--- src/rtl/clk_meas_pkg.sv ---
// Shared definitions for the clock period meter: default sizing and FSM state encoding.
// Latency: n/a (package only).
// Backpressure: n/a (package only).
package clk_meas_pkg;

  localparam int DEF_WIDTH   = 32;
  localparam int DEF_TIMEOUT = 1000000;

  // State encoding kept as plain constants so older tools and netlists read the same codes.
  typedef logic [1:0] meas_state_t;

  localparam meas_state_t ST_IDLE    = 2'd0;
  localparam meas_state_t ST_ARM     = 2'd1;
  localparam meas_state_t ST_MEASURE = 2'd2;

endpackage

--- src/rtl/sync2.sv ---
// Two-flop synchronizer bringing a single asynchronous bit into the clk domain.
// Latency: 2 clk cycles from a stable input to q.
// Backpressure: none; the input is sampled every cycle.
//   clk   : destination clock
//   rst_n : async active-low reset, clears both stages
//   d     : asynchronous input bit
//   q     : synchronized output bit
module sync2 (
  input  logic clk,
  input  logic rst_n,
  input  logic d,
  output logic q
);

  logic meta_q, meta_d;
  logic sync_q, sync_d;

  always_comb begin
    meta_d = d;
    sync_d = meta_q;
  end

  always_ff @(posedge clk or negedge rst_n) begin
    if (!rst_n) begin
      meta_q <= 1'b0;
      sync_q <= 1'b0;
    end else begin
      meta_q <= meta_d;
      sync_q <= sync_d;
    end
  end

  assign q = sync_q;

endmodule

--- src/rtl/clk_period_meter.sv ---
// Measures period and high time of a slow asynchronous square wave in clk cycles.
// Latency: valid pulses at most 4 clk cycles after a sig_in rising edge meeting setup.
// Backpressure: none; results are overwritten on the next measurement, valid is a 1-cycle pulse.
//   clk, rst_n : system clock, async active-low reset
//   sig_in     : asynchronous square wave under measurement
//   enable     : synchronous enable; low returns to IDLE and clears counters/timeout
//   period     : clk cycles between the last two rises
//   high_time  : clk cycles sig_in was high within that period
//   valid      : one-cycle pulse when period/high_time update
//   timeout    : sticky, set when no rise arrives within TIMEOUT cycles
module clk_period_meter
  import clk_meas_pkg::*;
#(
  parameter int WIDTH   = DEF_WIDTH,
  parameter int TIMEOUT = DEF_TIMEOUT
) (
  input  logic             clk,
  input  logic             rst_n,
  input  logic             sig_in,
  input  logic             enable,
  output logic [WIDTH-1:0] period,
  output logic [WIDTH-1:0] high_time,
  output logic             valid,
  output logic             timeout
);

  localparam logic [WIDTH-1:0] TIMEOUT_W = WIDTH'(TIMEOUT);
  localparam logic [WIDTH-1:0] ONE_W     = WIDTH'(1);

  logic sig_sync;

  sync2 u_sync2 (
    .clk   (clk),
    .rst_n (rst_n),
    .d     (sig_in),
    .q     (sig_sync)
  );

  meas_state_t      state_q, state_d;
  logic             sync_dly_q, sync_dly_d;
  logic             rise_q, rise_d;
  logic [WIDTH-1:0] cnt_q, cnt_d;
  logic [WIDTH-1:0] hcnt_q, hcnt_d;
  logic [WIDTH-1:0] period_q, period_d;
  logic [WIDTH-1:0] high_q, high_d;
  logic             valid_q, valid_d;
  logic             timeout_q, timeout_d;

  always_comb begin
    // sync_dly_q lines up with rise_q, so on the rise cycle it already reflects the
    // first high cycle; hcnt counts off the same delayed copy to stay aligned with cnt.
    sync_dly_d = sig_sync;
    rise_d     = sig_sync & ~sync_dly_q;

    state_d   = state_q;
    cnt_d     = cnt_q;
    hcnt_d    = hcnt_q;
    period_d  = period_q;
    high_d    = high_q;
    valid_d   = 1'b0;
    timeout_d = timeout_q;

    if (!enable) begin
      state_d   = ST_IDLE;
      cnt_d     = '0;
      hcnt_d    = '0;
      timeout_d = 1'b0;
    end else begin
      case (state_q)
        ST_IDLE: begin
          state_d = ST_ARM;
          cnt_d   = '0;
          hcnt_d  = '0;
        end
        ST_ARM: begin
          // First edge only establishes the reference point.
          if (rise_q) begin
            state_d = ST_MEASURE;
            cnt_d   = ONE_W;
            hcnt_d  = ONE_W;
          end
        end
        ST_MEASURE: begin
          // Rise is tested first so an edge landing on the timeout cycle still measures.
          if (rise_q) begin
            period_d  = cnt_q;
            high_d    = hcnt_q;
            valid_d   = 1'b1;
            timeout_d = 1'b0;
            cnt_d     = ONE_W;
            hcnt_d    = ONE_W;
          end else if (cnt_q >= TIMEOUT_W) begin
            timeout_d = 1'b1;
            state_d   = ST_ARM;
            cnt_d     = '0;
            hcnt_d    = '0;
          end else begin
            cnt_d = cnt_q + ONE_W;
            if (sync_dly_q) begin
              hcnt_d = hcnt_q + ONE_W;
            end
          end
        end
        default: begin
          state_d = ST_IDLE;
          cnt_d   = '0;
          hcnt_d  = '0;
        end
      endcase
    end
  end

  always_ff @(posedge clk or negedge rst_n) begin
    if (!rst_n) begin
      state_q    <= ST_IDLE;
      sync_dly_q <= 1'b0;
      rise_q     <= 1'b0;
      cnt_q      <= '0;
      hcnt_q     <= '0;
      period_q   <= '0;
      high_q     <= '0;
      valid_q    <= 1'b0;
      timeout_q  <= 1'b0;
    end else begin
      state_q    <= state_d;
      sync_dly_q <= sync_dly_d;
      rise_q     <= rise_d;
      cnt_q      <= cnt_d;
      hcnt_q     <= hcnt_d;
      period_q   <= period_d;
      high_q     <= high_d;
      valid_q    <= valid_d;
      timeout_q  <= timeout_d;
    end
  end

  assign period    = period_q;
  assign high_time = high_q;
  assign valid     = valid_q;
  assign timeout   = timeout_q;

endmodule

--- config.mk ---
export PLATFORM = sky130hd
export DESIGN_NAME = clk_period_meter
export DESIGN_NICKNAME = d
export VERILOG_FILES = /design/src/rtl/clk_meas_pkg.sv /design/src/rtl/sync2.sv /design/src/rtl/clk_period_meter.sv
export SDC_FILE = /design/constraint.sdc
export NUM_CORES = 1
export LEC_CHECK = 0
export ABC_CLOCK_PERIOD_IN_PS = 2900
export CAP_MARGIN = 30
export CORE_MARGIN = 2
export CORE_UTILIZATION = 55
export CTS_BUF_LIST = sky130_fd_sc_hd__clkbuf_8
export DETAILED_ROUTE_END_ITERATION = 7
export PLACE_DENSITY = 0.86
export SETUP_SLACK_MARGIN = 0.05
export SLEW_MARGIN = 20
export SYNTH_ARGS = -nofsm -noshare
export SYNTH_HDL_FRONTEND = slang
export SYNTH_HIERARCHICAL = 1
export SYNTH_SLANG_ARGS = --single-unit
--- constraint.sdc ---
create_clock -name clk -period 2.9 [get_ports clk]
set_clock_uncertainty 0.2 [all_clocks]
set_input_delay 0.725 -clock clk [delete_from_list [all_inputs] [get_ports clk]]
set_output_delay 0.725 -clock clk [all_outputs]
set_load 0.02 [all_outputs]
==> summary.md <==
| Metric | Value |
|---|---|
| Max Cap Viol | `0` |
| Final Hold Violating Endpoints | `0` |
| # fillers | `782` |
| Most frequent cells in the layout | `dfrtp_1 (136), clkdlybuf4s50_1 (68), mux2_2 (60), nor2_1 (43), nand2_1 (36)` |
| Multi-input logic area | `0.002685 mm²` |
| Pwr dens | `493.0 mW/mm²` |
| DR vias/cell | `6.151` |
| Post-layout util | `0.7078` |
| Switching share of power | `0.2235` |
| Slew HR | `0.6265` |
| Vias in the first global route | `4905` |
| Clock root buffer | `clkbuf_8` |
| Initial antenna violation count | `0` |
| Initial DRC count | `309` |
| Fin nets | `666` |
| CTS tree | `built` |
| Lkg Pwr | `0.003471 µW` |
| Psw | `852.9 µW` |
| Post-synth EDFFs | `0` |
| Die Ht | `110.4 µm` |
| Commonest non-fill, non-tap cell in the layout | `dfrtp_1` |
| DR WL/cell | `17.63 µm` |
| # DRC | `0` |
| Setup violators final | `0` |
| Final Max Tran Viols | `0` |
| Seq pwr share | `0.503` |
| Clock Latency Late Sink | `0.46 ns` |
| Vias post-DR | `4982` |
| CP required | `3.04 ns` |
| Fin crit share | `0.8927` |
| Status | `finished clean` |
| Synth Instances | `560` |
| Comb pwr share | `0.054` |
| Clock power frac | `0.443` |
| Die W | `110.4 µm` |
| Largest net degree at the start of global routing | `67` |
| Tot Pwr | `3816 µW` |
| DRT Pass-1 Iters | `5` |
| Mapped cell area | `0.006228 mm²` |
| PortBufs | `69` |
| Worst hold path type | `reg2reg` |
| CTS H-tree depth | `4` |
| Global router's overall resource usage | `0.2427` |
| Core area | `0.01094 mm²` |
| DP Wirelength | `10.14 mm` |
| Syn avg cell area | `11.12 µm²` |
| Yosys top cell area share | `0.5464` |
| Total gr overflow | `0` |
| Crit Path Category | `reg2reg` |
| Num rows | `38` |
| Full die area | `0.01219 mm²` |
| Register area | `0.003403 mm²` |
| Fin crit period | `2.589 ns` |
| Synthesis-stage register bit count | `136` |
| CP endpoint kind | `register` |
| Yosys warns | `6` |
| WL final | `14.28 mm` |
| Post-synthesis sequential area ratio | `0.5464` |
| Unrepaired setup endpoints after global routing | `no` |
| Max FO, Critical Path | `11` |
| Worst slew pin tran | `0.5461 ns` |
| Post-route antenna net violation count | `0` |
| Area leader, netlist | `dfrtp_1` |
| Layout cells sized above 1 | `0.1985` |
| Top-Level Pins | `70` |
| CTS Buf Count | `17` |
| Top post-synthesis cells by area | `dfrtp_1 (55%), mux2_2 (11%), nor2_1 (2.6%)` |
| Synth-to-Final Area Change | `24.27%` |
| Setup crit start kind | `register` |
| Final WS setup | `0.3111 ns` |
| Clock sink count | `136` |
| Worst EP arrival | `2.73 ns` |
| Max Freq | `0.3863 GHz` |
| Internal Power | `2963 µW` |
| Gp weighted congestion | `0.8714` |
| First-pass GRT wire length | `24.12 mm` |
| Post-CTS Setup Repair Bufs | `0` |
| Peak VDD IR | `0.0002408 V` |
| Max clock buf depth | `2` |
| Initial Utilization | `0.5696` |
| Ys flop type | `dfrtp_1` |
| ANT cells | `0` |
| Unique masters post-synth | `58` |
| Post-Syn Nets | `569` |
| Clock-pin slew on the worst setup and hold paths | `0.07 ns` |
| DP Worst Slack | `-0.05682 ns` |
| Asr flop ratio synth | `1.000` |
area by class of cell:
class / count / share of cell area
timing repair buffer: 106 / 0.1300
clock buffer: 20 / 0.03556
tap: 140 / 0.02263
clock inverter: 12 / 0.02037
inverter: 10 / 0.004850
sequential: 136 / 0.4397
multi-input combinational: 386 / 0.3469
logic make-up (layout without fill, tap and decap cells):
kind of cell,after synthesis,count (layout),synth area share
mux,61,61,0.1101
flops,136,136,0.5464
xor+xnor,22,22,0.03094
buf+inv,38,148,0.02431
simple gates,206,206,0.1808
fa+ha+maj,5,5,0.01004
compound gates,92,92,0.09743
layer usage:
| metal | vias up | track usage | part of all wire |
|---|---|---|---|
| met4 | 0 | 0.1000 | 0.023 |
| li1 | 2268 | - | - |
| met2 | 187 | 0.3755 | 0.48 |
| met5 | - | 0 | 0 |
| met3 | 34 | 0.05873 | 0.057 |
| met1 | 2493 | 0.3311 | 0.44 |
worst paths after layout:
check	startpoint	to	slack (ns)	cells past startpoint
min reg2reg	u_sync2/meta_q	u_sync2/q	0.17	0
max reg2reg	state_q[0]	hcnt_q[30]	0.31	9
max	state_q[0]	hcnt_q[30]	0.31	9
min	u_sync2/meta_q	u_sync2/q	0.17	0
min in group asynchronous	rst_n	high_time[18]	0.48	2
max in group asynchronous	rst_n	cnt_q[23]	1.36	3
worst max-delay path: stages, from the launching register on:
cell and delay, ns:
dfrtp_1 0.38, inv_1 0.07, ha_1 0.33, nor4bb_1 0.19, and4_1 0.24, buf_4 0.16
a2111oi_0 0.55, buf_4 0.21, xnor2_1 0.11, nor2_1 0.05
synthesized netlist by cell type (2+ instances only):
cell type	instances
nand2_1	36
and4_1	8
dfrtp_1	136
nor2_1	43
nand4_1	16
a21oi_1	25
nor3_1	7
nand3b_1	3
clkbuf_1	17
nor4_1	10
o31ai_1	13
nor4bb_1	2
or4_1	11
o41ai_1	2
inv_1	10
o211ai_1	2
o21ai_0	17
nor2b_1	3
xor2_1	9
and3_1	16
mux2_2	60
and2_1	4
nand3_1	30
or3_1	7
a2111oi_0	4
a31oi_1	5
a21o_1	6
buf_1	6
a221o_1	3
a22o_1	2
buf_2	4
xnor2_1	13
ha_1	5
flip-flops by register name, summed over array words and instances (netlist names):
| signal | count |
|---|---|
| cnt_q | 32 |
| hcnt_q | 32 |
| high_time | 32 |
| period | 32 |
| state_q | 2 |
| rise_q | 1 |
| sync_dly_q | 1 |
| timeout | 1 |
| u_sync2/meta_q | 1 |
| u_sync2/q | 1 |
| valid | 1 |
per-stage QoR:
stage	setup TNS [ns]	hold WS, ns	cells	area (µm²)
after floorplan	0	0.1312	560	6228
after global placement	0	0.1432	777	7297
after detailed placement	-0.3578	0.1365	777	7297
after CTS	0	0.1664	810	7740
after global routing	0	0.1675	810	7740
final	0	0.1662	810	7740
what timing repair did:
item                      CTS  global route
hold buffers                1             0
hold endpoints to repair   15             0
resized for setup           0             0
power by group through the flow:
| stage | Clock [µW] | Sequential (µW) | Combinational [µW] |
|---|---|---|---|
| 2_1_floorplan | 0 | 1950 | 104 |
| 3_3_place_gp | 0 | 1950 | 195 |
| 3_5_place_dp | 0 | 1960 | 203 |
| 4_1_cts | 1710 | 1920 | 206 |
| 5_1_grt | 1800 | 1920 | 229 |
| 6_report | 1690 | 1920 | 205 |
(Power assumes the default switching activity.)
